$ cat src/rtl/lynx_clk_pkg.sv
// Shared constants for the Lynx clock-enable generator: default divisors,
// channel indices and the packed reset-divisor vector.
package lynx_clk_pkg;

  localparam int CE_DIVW     = 6;
  localparam int CE_CHANNELS = 3;

  localparam logic [CE_DIVW-1:0] CE_DIV_PIX  = 6'd7;
  localparam logic [CE_DIVW-1:0] CE_DIV_CRTC = 6'd63;
  localparam logic [CE_DIVW-1:0] CE_DIV_CPU  = 6'd11;

  localparam int CE_PIX  = 0;
  localparam int CE_CRTC = 1;
  localparam int CE_CPU  = 2;

  // Channel i occupies [i*CE_DIVW +: CE_DIVW].
  localparam logic [CE_CHANNELS*CE_DIVW-1:0] CE_DIV_INIT =
    {CE_DIV_CPU, CE_DIV_CRTC, CE_DIV_PIX};

endpackage

$ cat src/rtl/lynx_ce_chan.sv
// One enable channel: period counter, shadowed divisor with pending flag,
// and registered positive/negative phase strobes.
module lynx_ce_chan
  import lynx_clk_pkg::*;
#(
  parameter int              DIVW    = CE_DIVW,
  parameter logic [DIVW-1:0] DIV_RST = '0
) (
  input  logic            clock,
  input  logic            reset,
  input  logic            stall,
  input  logic            align,
  input  logic            we,
  input  logic [DIVW-1:0] div_in,
  output logic            ce_p,
  output logic            ce_n,
  output logic            busy
);

  logic [DIVW-1:0] cnt;
  logic [DIVW-1:0] div_act;
  logic [DIVW-1:0] div_sh;
  logic            pend;
  logic            wrap;
  logic            half;

  assign wrap = (cnt == div_act);
  assign half = (cnt == (div_act >> 1));
  assign busy = pend;

  always_ff @(posedge clock or negedge reset) begin
    if (!reset) begin
      cnt     <= '0;
      div_act <= DIV_RST;
      div_sh  <= DIV_RST;
      pend    <= 1'b0;
      ce_p    <= 1'b0;
      ce_n    <= 1'b0;
    end else if (align) begin
      // Old shadow applies now; a write on this edge stays pending.
      cnt  <= '0;
      ce_p <= 1'b0;
      ce_n <= 1'b0;
      if (pend) div_act <= div_sh;
      pend <= we;
      if (we) div_sh <= div_in;
    end else begin
      if (stall) begin
        ce_p <= 1'b0;
        ce_n <= 1'b0;
      end else begin
        ce_p <= wrap;
        ce_n <= half;
        cnt  <= wrap ? '0 : cnt + DIVW'(1);
        if (wrap && pend) begin
          div_act <= div_sh;
          pend    <= 1'b0;
        end
      end
      // A write on a wrap edge overrides the clear, deferring it one period.
      if (we) begin
        div_sh <= div_in;
        pend   <= 1'b1;
      end
    end
  end

endmodule

$ cat src/rtl/lynx_ce_gen.sv
// Multi-channel clock-enable generator: one lynx_ce_chan per channel with
// the configuration write strobe decoded by channel select.
module lynx_ce_gen
  import lynx_clk_pkg::*;
#(
  parameter int                         CHANNELS = CE_CHANNELS,
  parameter int                         DIVW     = CE_DIVW,
  parameter logic [CHANNELS*DIVW-1:0]   DIV_INIT = CE_DIV_INIT
) (
  input  logic                         clock,
  input  logic                         reset,
  input  logic [CHANNELS-1:0]          stall,
  input  logic                         align,
  input  logic                         cfg_we,
  input  logic [$clog2(CHANNELS)-1:0]  cfg_sel,
  input  logic [DIVW-1:0]              cfg_div,
  output logic [CHANNELS-1:0]          ce_p,
  output logic [CHANNELS-1:0]          ce_n,
  output logic [CHANNELS-1:0]          cfg_busy
);

  localparam int SELW = $clog2(CHANNELS);

  for (genvar i = 0; i < CHANNELS; i++) begin : g_chan
    logic we;
    // Select values beyond the last channel match nothing and are dropped.
    assign we = cfg_we && (cfg_sel == SELW'(i));

    lynx_ce_chan #(
      .DIVW    (DIVW),
      .DIV_RST (DIV_INIT[i*DIVW +: DIVW])
    ) u_chan (
      .clock  (clock),
      .reset  (reset),
      .stall  (stall[i]),
      .align  (align),
      .we     (we),
      .div_in (cfg_div),
      .ce_p   (ce_p[i]),
      .ce_n   (ce_n[i]),
      .busy   (cfg_busy[i])
    );
  end

endmodule

$ cat config.mk
export PLATFORM = sky130hd
export DESIGN_NAME = lynx_ce_gen
export DESIGN_NICKNAME = d
export VERILOG_FILES = /design/src/rtl/lynx_clk_pkg.sv /design/src/rtl/lynx_ce_chan.sv /design/src/rtl/lynx_ce_gen.sv
export SDC_FILE = /design/constraint.sdc
export NUM_CORES = 1
export LEC_CHECK = 0
export CORE_ASPECT_RATIO = 0.75
export CORE_MARGIN = 5
export CORE_UTILIZATION = 53
export CTS_BUF_LIST = sky130_fd_sc_hd__clkbuf_4 sky130_fd_sc_hd__clkbuf_8 sky130_fd_sc_hd__clkbuf_16
export DETAILED_ROUTE_END_ITERATION = 10
export GPL_TIMING_DRIVEN = 0
export PLACE_DENSITY = 0.78
export SYNTH_ARGS = -nofsm -noshare
export SYNTH_HDL_FRONTEND = slang
export SYNTH_SLANG_ARGS = --single-unit
$ cat constraint.sdc
create_clock -name clock -period 1.6 [get_ports clock]
set_clock_uncertainty 0.05 [all_clocks]
set_input_delay 0.16 -clock clock [delete_from_list [all_inputs] [get_ports clock]]
set_output_delay 0.16 -clock clock [all_outputs]
set_load 0.05 [all_outputs]
---- Word-level counts from Yosys, hierarchy flattened ----
Cells that the tools add are included.
storage, ports and cells
  register bits after elaboration ......... 63
  latch bits .............................. 0
  bits in writable memories ............... 0
  ROM bits ................................ 0
  input port bits ......................... 15
  output and inout bits ................... 9
  logic and storage cells ................. 102
  memories kept ........................... 0
cells by class
  add/sub/neg operators ................... 3
  $mul .................................... 0
  div/mod/pow operators ................... 0
  $lt $le $gt $ge ......................... 0
  eq/ne operators ......................... 17
  shift operators ......................... 0
  mux-type cells .......................... 45
  bitwise gates (word level) .............. 0
  reductions and logical operators ........ 19
operators by type and width
  operator             number
  $mux 6               21
  $mux 1               24
  $add 6x1->6 const B  3
  $eq 6x5->1           3
  $eq 6x6->1           3
  $ne 2x1->1 const B   6
  $ne 3x1->1 const B   3
  $reduce_and 3->1     3
  $reduce_bool 3->1    3
  $logic_and 1x1->1    6
  $reduce_and 2->1     3
  $reduce_bool 2->1    3
  $eq 2x1->1 const B   1
  $eq 2x2->1 const B   1
  $logic_not 2->1      1

---- Longest topological paths before layout ----
  depth in word-level cells ............... 6
  mapped depth ............................ 6

---- Hierarchy ----
From an unflattened synthesis, not the netlist that was laid out.
second synthesis, totals
  cells, all modules ...................... 273
  area, all modules ....................... 3,179.3 sq um
modules (own cells, without submodules)
  module                               instances  cells each  area each (sq um)  seq. area each (sq um)
  lynx_ce_chan (g_chan[0].u_chan ...)  2          90          1,047.3            533.0
  lynx_ce_chan (g_chan[1].u_chan)      1          90          1,054.8            540.5
  lynx_ce_gen                          1          3           30.0               0.0

---- Worst setup path after synthesis ----
No wires, ideal clock.
  path type ............................... reg2reg
  start ................................... register g_chan[2].u_chan.div_act[1]
  end ..................................... register g_chan[2].u_chan.div_act[2]
  data arrival time ....................... 1,596 ps
  data required time ...................... 1,425 ps
  setup slack ............................. -171 ps
  cell stages (with the launch flop) ...... 5
  path buffers ............................ 0
  period minus slack after synthesis ...... 1,771 ps
  cells stage by stage .................... dfstp_2 -> xnor2_1 -> nand2_1 -> o41ai_4 -> mux2_2
on the way
  longest elaborated chain between the ends .. 4
RTL lines
  element                      line                source
  start: declaration           lynx_ce_chan.sv:21  logic [DIVW-1:0] div_act;
  start signal: assignment     lynx_ce_chan.sv:44  if (pend) div_act <= div_sh;
  start signal: assignment     lynx_ce_chan.sv:56  div_act <= div_sh;
  $eq 6x6->1                   lynx_ce_chan.sv:27  assign wrap = (cnt == div_act);
  $logic_and 1x1->1            lynx_ce_chan.sv:55  if (wrap && pend) begin
  $reduce_bool 2->1 (no line)  --
  $reduce_and 3->1 (no line)   --
Every way passes these cells.
A chain may end at the register's enable or synchronous reset.

---- Worst setup path after layout ----
  start ................................... register g_chan[2].u_chan.div_act[1]
  end ..................................... register g_chan[2].u_chan.div_act[4]
Same word-level chain as after synthesis.

==> flow_metrics.env <==
export IMPL_grt_pass1_wl_mm=11.4
export IMPL_path_max_fanout=6
export IMPL_drive_above_1_share_pct=32.6
export IMPL_fillCellCount=446
export IMPL_die_area_um2=7770
export IMPL_syn_nets=318
export IMPL_ir_worst_vdd_uv=959
export IMPL_grt_pass1_vias=2318
export IMPL_clkSlewWorstSetupHoldPaths_ns=0.07
export IMPL_power_switching_mw=2.03
export IMPL_setup_tns_ns=-1.22
export IMPL_outcome="complete, but fails checks"
export IMPL_ys_flop_type="dfrtp_1"
export IMPL_drc=0
export IMPL_yosysTopAreaCell="dfrtp_1"
export IMPL_met3_length_um=437
export IMPL_synth_top_area_share_pct=30.2
export IMPL_wl_mm=7.09
export IMPL_comb_power_share_pct=33.1
export IMPL_final_area_um2=3990
export IMPL_vias_per_cell=5.72
export IMPL_nNetsFinal=357
export IMPL_worst_skew_pair_late_latency_ns=0.34
export IMPL_clkPwrFrac_pct=25.4
export IMPL_r2r_cells=5
export IMPL_timing_final_crit_share_pct=111
export IMPL_final_hold_viol_count=0
export IMPL_layout_setup_ws_ns=-0.179
export IMPL_gp_congestion=0.793
export IMPL_top_layer_used="met4"
export IMPL_critPathLaunchType="register"
export IMPL_min_path_cells=3
export IMPL_drv_slew=0
export IMPL_syn_avg_cell_area_um2=10.8
export IMPL_power_density_nw_per_um2=1490
export IMPL_reg2reg_from="g_chan[2].u_chan.div_act[1]$_DFFE_PN1P_"
export IMPL_drtAntennaViolNets=0
export IMPL_worst_pin_slew_ns=0.769
export IMPL_yosysSeqAreaShare_pct=49.7
export IMPL_dpl_hpwl_mm=4.63
export IMPL_core_um2=5860
export IMPL_cts_htree_levels=3
export IMPL_synth_cells=300
export IMPL_met2_length_mm=3.26
export IMPL_rsz0062_at_grt="true"
export IMPL_grt_overflow=0
export IMPL_utilization_pct=68.2
export IMPL_drt_iter0_markers=158
export IMPL_achievable_frequency_ghz=0.562
export IMPL_synth_most_common_cell="dfrtp_1"
export IMPL_root_buffer="clkbuf_8"
export IMPL_p_sw_share_pct=34.0
export IMPL_num_vias=2414
export IMPL_grt_total_usage_pct=18.5
export IMPL_grt_max_degree=34
export IMPL_diodes=0
export IMPL_arrival_ns=1.96
export IMPL_syn_area_um2=3230
export IMPL_area_delta_synth_final_pct=23.6
export IMPL_wl_met1_mm=3.30
export IMPL_boundaryPins=24
export IMPL_yosys_cell_types_count=40
export IMPL_endpoint_kind="register"
export IMPL_die_w_um=100
export IMPL_rows=24
export IMPL_hold_class="in -> reg"
export IMPL_setup_worst_path_class="reg -> reg"
export IMPL_synthTopCellsByArea="dfrtp_1 (30%), dfstp_2 (20%), xnor2_1 (7.6%), mux2_2 (6.3%), xor2_1 (3.5%)"
export IMPL_p_int_mw=3.93
export IMPL_numCtsBuffers=9
export IMPL_p_leak_nw=1.74
export IMPL_async_flop_share_pct=100
export IMPL_clock_sinks=63
export IMPL_finalSetupViolCount=15
export IMPL_r2r_setup_slack_ns=-0.18
export IMPL_timing_rr_end="g_chan[2].u_chan.div_act[4]$_DFFE_PN0P_"
export IMPL_startpoint="g_chan[2].u_chan.div_act[1]$_DFFE_PN1P_"
export IMPL_violations="negative setup slack"
export IMPL_drt_first_pass_iters=5
export IMPL_slew_headroom_pct=48.7
export IMPL_start_util_pct=55.2
export IMPL_placed_area_um2=3530
export IMPL_crit_end="g_chan[2].u_chan.div_act[4]$_DFFE_PN0P_"
export IMPL_drv_cap=0
export IMPL_routedWlPerCell_um=16.8
export IMPL_die_y_um=77.6
export IMPL_antenna_found_initial=0
export IMPL_synth_edff_count=0
export IMPL_crit_required_ns=1.78
export IMPL_ys_warn_count=0
export IMPL_period_needed_ns=1.78
export IMPL_tritoncts="done"
export IMPL_synth_seq_cells=63
export IMPL_netlist_top_cells_count="dfrtp_1 (39), xnor2_1 (28), dfstp_2 (24), nand2_1 (20), inv_1 (19)"
export IMPL_seq_power_share_pct=41.5
export IMPL_clockBufferDepth=2
export IMPL_portBuffers=19
-- what timing repair did --
| action | 4_1_cts | 5_1_grt |
|---|---|---|
| setup buffers | 7 | 3 |
| endpoints found under the setup margin | 38 | 40 |
| pin swaps | 6 | 10 |
| hold endpoints to repair | 21 | 0 |
| gates resized for setup | 26 | 24 |
| cloned | 0 | 1 |
| hold buffers | 1 | 0 |
-- metrics by stage --
stage	power, mW	std cells	setup WS (ns)	hold WS (ns)
after CTS	5.65	418	-0.272	0.154
after detailed placement	3.95	398	-0.359	0.226
after floorplan	3.54	300	-0.169	-0.186
final	5.96	422	-0.179	0.199
after global routing	6.30	422	-0.222	0.246
after global placement	3.86	397	-1.70	0.418
-- metal layers --
| metal | vias up | track usage (%) |
|---|---|---|
| li1 | 1121 | - |
| met1 | 1195 | 26.4 |
| met2 | 87 | 27.2 |
| met3 | 11 | 4.93 |
| met4 | 0 | 6.73 |
| met5 | - | 0 |
-- critical path, cell delays in order (launching register included) --
cell	delay (ns)
dfstp_2	0.57
xnor2_1	0.14
nand2_2	0.10
o41ai_4	0.31
buf_6	0.18
mux2_4	0.31
-- placed cells by master, fill, tap and decap left out, drive strengths merged, types with 6 or more instances in the layout --
master and count:
clkbuf 16, clkdlybuf4s50 9, xor2 13, o31ai 13, buf 25, nor3 6, nor2 14, mux2 18
nand3 6, dfstp 24, nand2 20, inv 19, dfrtp 39, dlygate4sd2 6, a21oi 9, xnor2 28
nand4 6, o211ai 13, o21ai 10, and3 6
-- cells by family after synthesis --
logic type               synth area share, %
flip-flops                              49.7
XOR/XNOR                                11.1
buffers and inverters                   6.12
AO/OA/AOI/OAI                           12.0
multiplexers                            6.27
adder cells (fa/ha/maj)                 1.16
AND/OR/NAND/NOR                         13.6
-- power groups by stage --
| stage | logic (mW) | clock network (mW) | registers (mW) |
|---|---|---|---|
| after floorplan | 1.19 | 0 | 2.35 |
| after global placement | 1.44 | 0 | 2.43 |
| after detailed placement | 1.49 | 0 | 2.45 |
| after CTS | 1.68 | 1.55 | 2.42 |
| after global routing | 2.13 | 1.65 | 2.52 |
| final | 1.97 | 1.52 | 2.48 |
-- worst min path at each step --
stage                                                 startpoint                                 endpoint
after floorplan                                            reset        g_chan[0].u_chan.busy$_DFFE_PN0P_
after global placement    g_chan[1].u_chan.div_sh[1]$_DFFE_PN1P_  g_chan[1].u_chan.div_act[1]$_DFFE_PN1P_
after detailed placement                                   reset        g_chan[0].u_chan.busy$_DFFE_PN0P_
after CTS                                               stall[0]      g_chan[0].u_chan.cnt[0]$_DFFE_PN0P_
after global routing                                    stall[0]      g_chan[0].u_chan.cnt[0]$_DFFE_PN0P_
final                                                   stall[0]      g_chan[0].u_chan.cnt[0]$_DFFE_PN0P_
-- flip-flops by register name, indices dropped and copies added, names as in the netlist --
name / flops
g_chan.u_chan.ce_n: 3
g_chan.u_chan.cnt: 18
g_chan.u_chan.busy: 3
g_chan.u_chan.div_act: 18
g_chan.u_chan.div_sh: 18
g_chan.u_chan.ce_p: 3
-- area by class of cell --
class | count | area [µm²] | area share, %
repair buffers | 31 | 279 | 6.99
well taps | 78 | 97.6 | 2.44
inverters | 19 | 71.3 | 1.79
clock inverters | 7 | 97.6 | 2.44
plain buffers | 18 | 111 | 2.79
clock buffers | 9 | 124 | 3.10
flip-flops and latches | 63 | 1610 | 40.3
multi-input cells | 197 | 1600 | 40.1
No activity file was read; power rests on OpenSTA's default activity.
